[config.mk]
export PLATFORM = sky130hd
export DESIGN_NAME = mem_arbiter_flat
export DESIGN_NICKNAME = d
export VERILOG_FILES = /design/src/rtl/mem_arbiter_pkg.sv /design/src/rtl/mem_arbiter_if.sv /design/src/rtl/mem_arbiter_rr_pick2.sv /design/src/rtl/mem_arbiter.sv /design/src/flat_wrapper.sv
export SDC_FILE = /design/constraint.sdc
export NUM_CORES = 1
export LEC_CHECK = 0
export CAP_MARGIN = 20
export CORE_ASPECT_RATIO = 0.6
export CORE_UTILIZATION = 36
export DETAILED_ROUTE_END_ITERATION = 6
export GPL_ROUTABILITY_DRIVEN = 0
export GPL_TIMING_DRIVEN = 0
export PLACE_DENSITY_LB_ADDON = 0.15
export SLEW_MARGIN = 20
export SYNTH_ARGS = -nofsm -noshare
export SYNTH_HDL_FRONTEND = slang
export SYNTH_SLANG_ARGS = --single-unit
export TNS_END_PERCENT = 30
[constraint.sdc]
create_clock -name clk -period 1.8 [get_ports clk]
set_clock_uncertainty 0.1 [all_clocks]
set_input_delay 0.18 -clock clk [delete_from_list [all_inputs] [get_ports clk]]
set_output_delay 0.18 -clock clk [all_outputs]
set_load 0.01 [all_outputs]
[src/rtl/mem_arbiter_pkg.sv]
// Shared definitions for the MIPS unified-memory arbiter: FSM state encoding,
// master identifiers and wait-counter sizing.
package mem_arbiter_pkg;

  typedef enum logic [1:0] {
    ST_IDLE   = 2'd0,
    ST_ACCESS = 2'd1,
    ST_WAIT   = 2'd2,
    ST_DONE   = 2'd3
  } arb_state_t;

  localparam logic MASTER_CPU    = 1'b0;
  localparam logic MASTER_LOADER = 1'b1;

  localparam int CNT_W = 3;

  // Value loaded into the wait counter so that it reaches zero in the cycle
  // where the memory read data is valid.
  function automatic logic [CNT_W-1:0] wait_load(input int unsigned latency);
    return CNT_W'(latency - 32'd1);
  endfunction

endpackage

[src/rtl/mem_arbiter_if.sv]
// Bus bundle between the two requesters, the arbiter and the single-port memory.
interface mem_arbiter_if #(
  parameter int ADDR_W = 32,
  parameter int DATA_W = 32
) ();

  logic              m0_req;
  logic              m0_we;
  logic [ADDR_W-1:0] m0_addr;
  logic [DATA_W-1:0] m0_wdata;
  logic              m0_ack;
  logic [DATA_W-1:0] m0_rdata;

  logic              m1_req;
  logic              m1_we;
  logic [ADDR_W-1:0] m1_addr;
  logic [DATA_W-1:0] m1_wdata;
  logic              m1_ack;
  logic [DATA_W-1:0] m1_rdata;

  logic              mem_en;
  logic              mem_we;
  logic [ADDR_W-1:0] mem_addr;
  logic [DATA_W-1:0] mem_wdata;
  logic [DATA_W-1:0] mem_rdata;

  modport slave (
    input  m0_req, m0_we, m0_addr, m0_wdata,
    input  m1_req, m1_we, m1_addr, m1_wdata,
    input  mem_rdata,
    output m0_ack, m0_rdata, m1_ack, m1_rdata,
    output mem_en, mem_we, mem_addr, mem_wdata
  );

  modport master (
    output m0_req, m0_we, m0_addr, m0_wdata,
    output m1_req, m1_we, m1_addr, m1_wdata,
    output mem_rdata,
    input  m0_ack, m0_rdata, m1_ack, m1_rdata,
    input  mem_en, mem_we, mem_addr, mem_wdata
  );

endinterface

[src/rtl/mem_arbiter_rr_pick2.sv]
// Combinational two-way round-robin picker: a lone requester wins, a tie goes
// to the master that was not granted last.
module rr_pick2
  import mem_arbiter_pkg::*;
(
  input  logic [1:0] req,
  input  logic       last,
  output logic       grant,
  output logic       valid
);

  // Winner selection from the request pair and the previous grant.
  always_comb begin
    grant = MASTER_CPU;
    valid = 1'b0;
    case (req)
      2'b01: begin
        grant = MASTER_CPU;
        valid = 1'b1;
      end
      2'b10: begin
        grant = MASTER_LOADER;
        valid = 1'b1;
      end
      2'b11: begin
        grant = ~last;
        valid = 1'b1;
      end
      default: begin
        grant = MASTER_CPU;
        valid = 1'b0;
      end
    endcase
  end

endmodule

[src/rtl/mem_arbiter.sv]
// Two-master arbiter sharing the multicycle MIPS unified memory between the CPU
// (master 0) and the program loader (master 1); fixed-latency access, one-cycle ack.
module mem_arbiter
  import mem_arbiter_pkg::*;
#(
  parameter int ADDR_W      = 32,
  parameter int DATA_W      = 32,
  parameter int MEM_LATENCY = 1
) (
  input logic          clk,
  input logic          rst,
  mem_arbiter_if.slave bus
);

  if (MEM_LATENCY < 1 || MEM_LATENCY > 7) begin : g_latency_check
    $error("mem_arbiter: MEM_LATENCY must lie in 1..7");
  end

  arb_state_t        state;
  logic [CNT_W-1:0]  wait_cnt;
  logic              grant;
  logic              last_grant;
  logic              xfer_we;

  logic              pick_grant;
  logic              pick_valid;
  logic              win_we;
  logic [ADDR_W-1:0] win_addr;
  logic [DATA_W-1:0] win_wdata;

  rr_pick2 u_pick (
    .req   ({bus.m1_req, bus.m0_req}),
    .last  (last_grant),
    .grant (pick_grant),
    .valid (pick_valid)
  );

  // Request fields of whichever master the picker selects this cycle.
  always_comb begin
    win_we    = 1'b0;
    win_addr  = '0;
    win_wdata = '0;
    if (pick_grant == MASTER_LOADER) begin
      win_we    = bus.m1_we;
      win_addr  = bus.m1_addr;
      win_wdata = bus.m1_wdata;
    end else begin
      win_we    = bus.m0_we;
      win_addr  = bus.m0_addr;
      win_wdata = bus.m0_wdata;
    end
  end

  // Transaction sequencer; strobes and acks default low so each is a single-cycle pulse.
  always_ff @(posedge clk) begin
    if (rst) begin
      state         <= ST_IDLE;
      wait_cnt      <= '0;
      grant         <= MASTER_CPU;
      last_grant    <= MASTER_LOADER;
      xfer_we       <= 1'b0;
      bus.mem_en    <= 1'b0;
      bus.mem_we    <= 1'b0;
      bus.mem_addr  <= '0;
      bus.mem_wdata <= '0;
      bus.m0_ack    <= 1'b0;
      bus.m1_ack    <= 1'b0;
      bus.m0_rdata  <= '0;
      bus.m1_rdata  <= '0;
    end else begin
      bus.mem_en <= 1'b0;
      bus.mem_we <= 1'b0;
      bus.m0_ack <= 1'b0;
      bus.m1_ack <= 1'b0;
      case (state)
        ST_IDLE: begin
          if (pick_valid) begin
            grant         <= pick_grant;
            last_grant    <= pick_grant;
            xfer_we       <= win_we;
            bus.mem_en    <= 1'b1;
            bus.mem_we    <= win_we;
            bus.mem_addr  <= win_addr;
            bus.mem_wdata <= win_wdata;
            state         <= ST_ACCESS;
          end else begin
            state <= ST_IDLE;
          end
        end
        ST_ACCESS: begin
          wait_cnt <= wait_load(MEM_LATENCY);
          state    <= ST_WAIT;
        end
        ST_WAIT: begin
          // Counter hits zero exactly in the cycle mem_rdata is valid.
          if (wait_cnt == '0) begin
            if (grant == MASTER_LOADER) begin
              bus.m1_ack <= 1'b1;
              if (!xfer_we) begin
                bus.m1_rdata <= bus.mem_rdata;
              end else begin
                bus.m1_rdata <= bus.m1_rdata;
              end
            end else begin
              bus.m0_ack <= 1'b1;
              if (!xfer_we) begin
                bus.m0_rdata <= bus.mem_rdata;
              end else begin
                bus.m0_rdata <= bus.m0_rdata;
              end
            end
            state <= ST_DONE;
          end else begin
            wait_cnt <= wait_cnt - CNT_W'(1);
            state    <= ST_WAIT;
          end
        end
        ST_DONE: begin
          state <= ST_IDLE;
        end
        default: begin
          state <= ST_IDLE;
        end
      endcase
    end
  end

endmodule

[src/flat_wrapper.sv]
// flat-port wrapper written by rule: the top's interface ports become plain ports
module mem_arbiter_flat import mem_arbiter_pkg::*;
#(
  parameter int ADDR_W      = 32,
  parameter int DATA_W      = 32,
  parameter int MEM_LATENCY = 1
)
  (clk, rst, bus_m0_req, bus_m0_we, bus_m0_addr, bus_m0_wdata, bus_m1_req, bus_m1_we, bus_m1_addr, bus_m1_wdata, bus_mem_rdata, bus_m0_ack, bus_m0_rdata, bus_m1_ack, bus_m1_rdata, bus_mem_en, bus_mem_we, bus_mem_addr, bus_mem_wdata);
  mem_arbiter_if #(.ADDR_W(ADDR_W), .DATA_W(DATA_W)) bus_i ();
  input logic clk;
  input logic rst;
  input wire logic [$bits(bus_i.m0_req)-1:0] bus_m0_req;
  input wire logic [$bits(bus_i.m0_we)-1:0] bus_m0_we;
  input wire logic [$bits(bus_i.m0_addr)-1:0] bus_m0_addr;
  input wire logic [$bits(bus_i.m0_wdata)-1:0] bus_m0_wdata;
  input wire logic [$bits(bus_i.m1_req)-1:0] bus_m1_req;
  input wire logic [$bits(bus_i.m1_we)-1:0] bus_m1_we;
  input wire logic [$bits(bus_i.m1_addr)-1:0] bus_m1_addr;
  input wire logic [$bits(bus_i.m1_wdata)-1:0] bus_m1_wdata;
  input wire logic [$bits(bus_i.mem_rdata)-1:0] bus_mem_rdata;
  output wire logic [$bits(bus_i.m0_ack)-1:0] bus_m0_ack;
  output wire logic [$bits(bus_i.m0_rdata)-1:0] bus_m0_rdata;
  output wire logic [$bits(bus_i.m1_ack)-1:0] bus_m1_ack;
  output wire logic [$bits(bus_i.m1_rdata)-1:0] bus_m1_rdata;
  output wire logic [$bits(bus_i.mem_en)-1:0] bus_mem_en;
  output wire logic [$bits(bus_i.mem_we)-1:0] bus_mem_we;
  output wire logic [$bits(bus_i.mem_addr)-1:0] bus_mem_addr;
  output wire logic [$bits(bus_i.mem_wdata)-1:0] bus_mem_wdata;
  assign bus_i.m0_req = bus_m0_req;
  assign bus_i.m0_we = bus_m0_we;
  assign bus_i.m0_addr = bus_m0_addr;
  assign bus_i.m0_wdata = bus_m0_wdata;
  assign bus_i.m1_req = bus_m1_req;
  assign bus_i.m1_we = bus_m1_we;
  assign bus_i.m1_addr = bus_m1_addr;
  assign bus_i.m1_wdata = bus_m1_wdata;
  assign bus_i.mem_rdata = bus_mem_rdata;
  assign bus_m0_ack = bus_i.m0_ack;
  assign bus_m0_rdata = bus_i.m0_rdata;
  assign bus_m1_ack = bus_i.m1_ack;
  assign bus_m1_rdata = bus_i.m1_rdata;
  assign bus_mem_en = bus_i.mem_en;
  assign bus_mem_we = bus_i.mem_we;
  assign bus_mem_addr = bus_i.mem_addr;
  assign bus_mem_wdata = bus_i.mem_wdata;
  mem_arbiter #(.ADDR_W(ADDR_W), .DATA_W(DATA_W), .MEM_LATENCY(MEM_LATENCY)) u_core (.clk(clk), .rst(rst), .bus(bus_i));
endmodule
==> reports/results.tsv, run 1 <==
metric	value	unit
wl_per_cell	15.6	um
end_kind	flop	
post-route-cell-area	0.00961	mm^2
overflow	0	
setup_viol	0	
power.density	1070	mW/mm^2
hold_path_depth	2	
vias	5919	
die_w	164	um
crit_required	2020	ps
grt_usage	0.233	
r2r_slack	80	ps
pwr-share-seq	0.356	
fp-row-count	35	
nets	1180	
layout_common_cells	clkdlybuf4s50_1, nand2_1, dfxtp_1	
clkPwrFrac	0.361	
regToRegEndpoint	u_core.bus.mem_addr[8]	
min_to	u_core.state[1]	
finalNonFillerCells	1224	
cts_buffers	17	
syn_avg_cell_area	8.19	um^2
synth_area_leaders	dfxtp_1, nand2_1, a21oi_1	
p_int	7.25	mW
startpoint_type	flop	
yosys_register_bits	140	
io_buffer_count	296	
layout-drive-gt1-share	0.117	
switchingPower	3.08	mW
ys_seq_area_frac	0.492	
io-pin-count	298	
holdBufCountCts	0	
clk_latency	400	ps
clk_pin_slew_worst_paths	60	ps
worstSetupPathType	flop to flop	
timing.rr.start	u_core.state[0]	
cts-htree-levels	4	
maxCapViolCount	0	
clock-sinks	140	
grt_first_pass_wirelength	29600	um
fin_util	0.623	
areaGrowthSynthToFinish	68.8	%
synth_nets	867	
whs	119	ps
grt_max_degree	17	
p_comb_frac	0.283	
antenna_found_initial	0	
syn_inst	695	
dp_hpwl	14500	um
yosysWarnings	0	
coreArea	0.0154	mm^2
drt_pass1_iterations	5	
routed_wl	19000	um
leakagePower	3.55	nW
synth_top_area_share	0.492	
cts_root_buffer	clkbuf_16	
outcome	complete, no violations	
die_h	99.4	um
hold_violations	0	
tightestPinTransition	770	ps
synth_cell_type_count	30	
rsz0062_at_grt	true	
design.die.area	0.0163	mm^2
slew_viol_final	0	
max_freq	0.583	GHz
layout_min_cycle_time	1720	ps
place_area	0.00891	mm^2
period_share	0.953	
grt_pass1_vias	5604	
slew_headroom	0.487	
hp-class	primary input to flop	
hp-start	rst	
timing.critical_path.arrival	1930	ps
final_common_cell	clkdlybuf4s50_1	
switching_share	0.298	
vias_per_cell	4.84	
worst-path-max-fanout	10	
initial_core_util	0.369	
synth_top_cell_by_area	dfxtp_1	
clock_path_buffers	2	
n_antenna_cell	0	
syn_area	0.00569	mm^2
irDropWorstVdd	0.000574	V
drc	0	
final_antenna_net_count	0	
tritoncts	yes	
placed_cells	1194	
r2r_cells	7	
drt_iter0_markers	364	
## critical path, cell delays in order (launching register included)
cell	delay (ps)
dfxtp_1	310
inv_1	100
ha_2	230
o21a_1	170
buf_4	190
buf_2	250
nor2_1	80
a211oi_2	200
## sequential cells by signal (all words and copies together) (netlist names)
register              flops
u_core.bus.m1_rdata      32
u_core.wait_cnt           3
u_core.state              2
u_core.bus.m0_rdata      32
u_core.bus.mem_addr      32
u_core.xfer_we            1
u_core.bus.m0_ack         1
u_core.bus.mem_en         1
u_core.bus.mem_we         1
u_core.bus.m1_ack         1
u_core.grant              1
u_core.bus.mem_wdata     32
u_core.last_grant         1
## synth_stat cells (all sizes together)
library cell and count:
and2 1, nand4b 1, ha 6, nand2b 2, nand2 196, o21ai 5, dfxtp 140, and4b 1
clkbuf 27, a21oi 132, o21a 2, a21bo 1, inv 5, a21boi 2, buf 31, or2 1
a211oi 64, nor3 1, nor2 69, a31oi 1, and4bb 1, a311oi 1, nor2b 2, nand4bb 1
a22oi 1, nor3b 1
## power groups by stage
stage          clock network (mW)  registers [mW]  logic, mW
2_1_floorplan                   0            3.90       1.26
3_3_place_gp                    0            3.74       2.86
3_5_place_dp                    0            3.74       2.87
4_1_cts                      3.81            3.68       2.90
5_1_grt                      3.93            3.72       3.18
6_report                     3.73            3.68       2.92
## per-layer routing
metal  up-vias  global-route usage  part of all wire
li1       2970                   -                 -
met1      2745               0.328              0.49
met2       187               0.348              0.43
met3        17              0.0571             0.068
met4         0              0.0734             0.014
met5         -                   0                 0
## final cells by class
type	instances	area (um^2)
Clock inverter	13	180
Fill cell	1380	5800
Sequential cell	140	2800
Clock buffer	19	443
Buffer	55	322
Inverter	5	18.8
Multi-Input combinational cell	492	2620
Timing Repair Buffer	297	2970
Tap cell	203	254
## worst max path at each step
stage | start | to | depth (start not counted)
2_1_floorplan | u_core.wait_cnt[0] | u_core.bus.m0_rdata[21] | 8
3_3_place_gp | u_core.wait_cnt[0] | u_core.bus.m0_rdata[29] | 8
3_5_place_dp | u_core.wait_cnt[0] | u_core.bus.m0_rdata[24] | 8
4_1_cts | u_core.state[0] | u_core.bus.mem_addr[16] | 6
5_1_grt | u_core.state[0] | u_core.bus.mem_addr[3] | 7
6_report | u_core.state[0] | u_core.bus.mem_addr[8] | 7
## cell families after synthesis
kind of cell,share of synthesized area
and+or+nand+nor,0.191
buffers and inverters,0.0519
AOI/OAI and AO/OA,0.252
adders and majority gates,0.0132
DFF,0.492
## timing repair
item / 4_1_cts / 5_1_grt
setup endpoints to repair: 60 / 120
setup buffers: 0 / 1
pin swaps: 0 / 1
resized for setup: 15 / 24
## stage by stage
step	setup TNS (ps)	power, mW	worst slack [ps]
6_report	0	10.3	85.0
5_1_grt	-271	10.8	-37.1
4_1_cts	0	10.4	0.334
3_5_place_dp	-10750	6.61	-203
3_3_place_gp	-9920	6.60	-167
2_1_floorplan	0	5.17	125
Note: power is estimated with default switching activity, not from simulation.
==> run 2, diff against run 1 <==
- CAP_MARGIN: 20 -> not set
- HOLD_SLACK_MARGIN: not set -> 0.02
- TNS_END_PERCENT: 30 -> 10
==> results of run 2 <==
No change in the layout: final DEF, timing and power equal those of run 1.
==> run 3, diff against run 2 <==
- MAX_ROUTING_LAYER: not set -> met4
==> run 3 against run 2 <==
Compared with the run above:
- die area did not move
- register-to-register slack better by 30 ps
- utilization grew 0.089 points
- design area grew 0.14%
- worst hold slack better by 2.1 ps
- combinational power about the same
- critical path type unchanged
- critical endpoint unchanged
- largest cell class unchanged
==> reports/results.tsv, run 3 (same netlist as run 1, synthesis figures left out) <==
metric	value	unit	change
timing.rr.start	u_core.state[0]		unchanged
worst-path-max-fanout	10		unchanged
hold_violations	0		unchanged
finalPower	10.3	mW	about the same
slew_headroom	0.487		about the same
slew_viol_final	0		unchanged
areaGrowthSynthToFinish	69.1	%	was 68.8%
drt_iter0_markers	391		was 364
cts_root_buffer	clkbuf_16		unchanged
irDropWorstVdd	0.000582	V	was 0.000574 V
cp-endpoint	u_core.bus.mem_addr[8]		unchanged
overflow	0		unchanged
cts_buffers	17		unchanged
maxCapViolCount	0		unchanged
wl_per_cell	15.6	um	about the same
io-pin-count	298		unchanged
final_antenna_net_count	0		unchanged
setup_ws	113	ps	was 85.0 ps
antenna_found_initial	0		unchanged
clk_pin_slew_worst_paths	60	ps	about the same
dp_slack	-203	ps	unchanged
grt_pass1_vias	5616		was 5604
fillers	1379		was 1380
drc	0		unchanged
p_comb_frac	0.283		about the same
leakagePower	3.55	nW	about the same
io_buffer_count	296		unchanged
final_common_cell	clkdlybuf4s50_1		unchanged
dp_hpwl	14500	um	unchanged
max_freq	0.593	GHz	was 0.583 GHz
critPathLaunch	u_core.state[0]		unchanged
clk_latency	400	ps	about the same
vias	5932		was 5919
fp-row-count	35		unchanged
whs	121	ps	was 119 ps
switching_share	0.299		was 0.298
die_h	99.4	um	unchanged
power.density	1080	mW/mm^2	was 1070 mW/mm^2
period_share	0.937		was 0.953
grt_first_pass_wirelength	29600	um	about the same
end_kind	flop		unchanged
finalNonFillerCells	1224		unchanged
r2r_cells	7		unchanged
pwr-share-seq	0.355		was 0.356
holdBufCountCts	0		unchanged
grt_max_degree	17		unchanged
crit_required	2020	ps	about the same
outcome	complete, no violations		unchanged
clock_path_buffers	2		unchanged
rsz0062_at_grt	true		unchanged
layout_min_cycle_time	1690	ps	was 1720 ps
die_w	164	um	unchanged
routed_wl	19100	um	was 19000 um
regToRegEndpoint	u_core.bus.mem_addr[8]		unchanged
placed_cells	1194		unchanged
p_int	7.26	mW	was 7.25 mW
hp-class	primary input to flop		unchanged
design.die.area	0.0163	mm^2	unchanged
initial_core_util	0.369		unchanged
fin_tns_setup	0	ps	unchanged
coreArea	0.0154	mm^2	unchanged
clock-sinks	140		unchanged
vias_per_cell	4.85		was 4.84
drt_pass1_iterations	5		unchanged
startpoint_type	flop		unchanged
timing.critical_path.arrival	1910	ps	was 1930 ps
grt_usage	0.240		was 0.233
worstSetupPathType	flop to flop		unchanged
tightestPinTransition	770	ps	about the same
setup_viol	0		unchanged
r2r_slack	110	ps	was 80 ps
n_antenna_cell	0		unchanged
switchingPower	3.09	mW	was 3.08 mW
tritoncts	yes		unchanged
clkPwrFrac	0.361		about the same
layout_common_cells	clkdlybuf4s50_1, nand2_1, dfxtp_1		unchanged
cts-htree-levels	4		unchanged
layout-drive-gt1-share	0.118		was 0.117
nets	1180		unchanged
-- run 3: per-stage QoR --
step / util / area [um^2]
floorplan: - / 5690
global route: 0.624 / 9620
global placement: 0.578 / 8910
finish: 0.624 / 9620
detailed placement: 0.578 / 8910
CTS: 0.620 / 9550
-- run 3: worst max-delay path, cell delays in order (launching register included) --
cell and delay, ps:
dfxtp_1 310, inv_1 110, ha_2 230, o21a_1 170, buf_4 190, clkbuf_4 230, nor2_1 70, a211oi_2 190
-- run 3: area by class of cell --
class / count / area (um^2) / area share
plain buffers: 55 / 333 / 0.0346
clock buffers: 19 / 443 / 0.0460
clock inverters: 13 / 180 / 0.0187
inverters: 5 / 18.8 / 0.00195
multi-input cells: 492 / 2620 / 0.272
flip-flops and latches: 140 / 2800 / 0.291
well taps: 203 / 254 / 0.0264
repair buffers: 297 / 2970 / 0.309
-- run 3: worst min-delay path by stage --
stage / startpoint / to / depth (start not counted)
after global routing: rst / u_core.state[1] / 2
after CTS: rst / u_core.state[1] / 2
after detailed placement: u_core.bus.m0_rdata[14] / u_core.bus.m0_rdata[14] / 2
after floorplan: bus_mem_rdata[0] / u_core.bus.m0_rdata[0] / 2
final: rst / u_core.state[1] / 2
after global placement: u_core.bus.m1_rdata[7] / u_core.bus.m1_rdata[7] / 2
-- run 3: timing repair --
action | 4_1_cts | 5_1_grt
setup endpoints to repair | 60 | 120
buffers inserted | 0 | 1
pin swaps | 0 | 1
resized for setup | 15 | 29
gates cloned | 0 | 0
-- run 3: power by group through the flow --
| stage | sequential, mW | combinational, mW | clock [mW] |
|---|---|---|---|
| after floorplan | 3.90 | 1.26 | 0 |
| after global placement | 3.74 | 2.86 | 0 |
| after detailed placement | 3.74 | 2.87 | 0 |
| after CTS | 3.68 | 2.90 | 3.81 |
| after global routing | 3.72 | 3.19 | 3.93 |
| final | 3.68 | 2.93 | 3.74 |
-- run 3: metal layers --
metal,up-vias,GRT usage,wire length (um)
met1,2740,0.333,9440
met2,204,0.348,8100
met5,-,-,0
met3,16,0.0513,1330
li1,2972,-,-
met4,0,0.0734,253
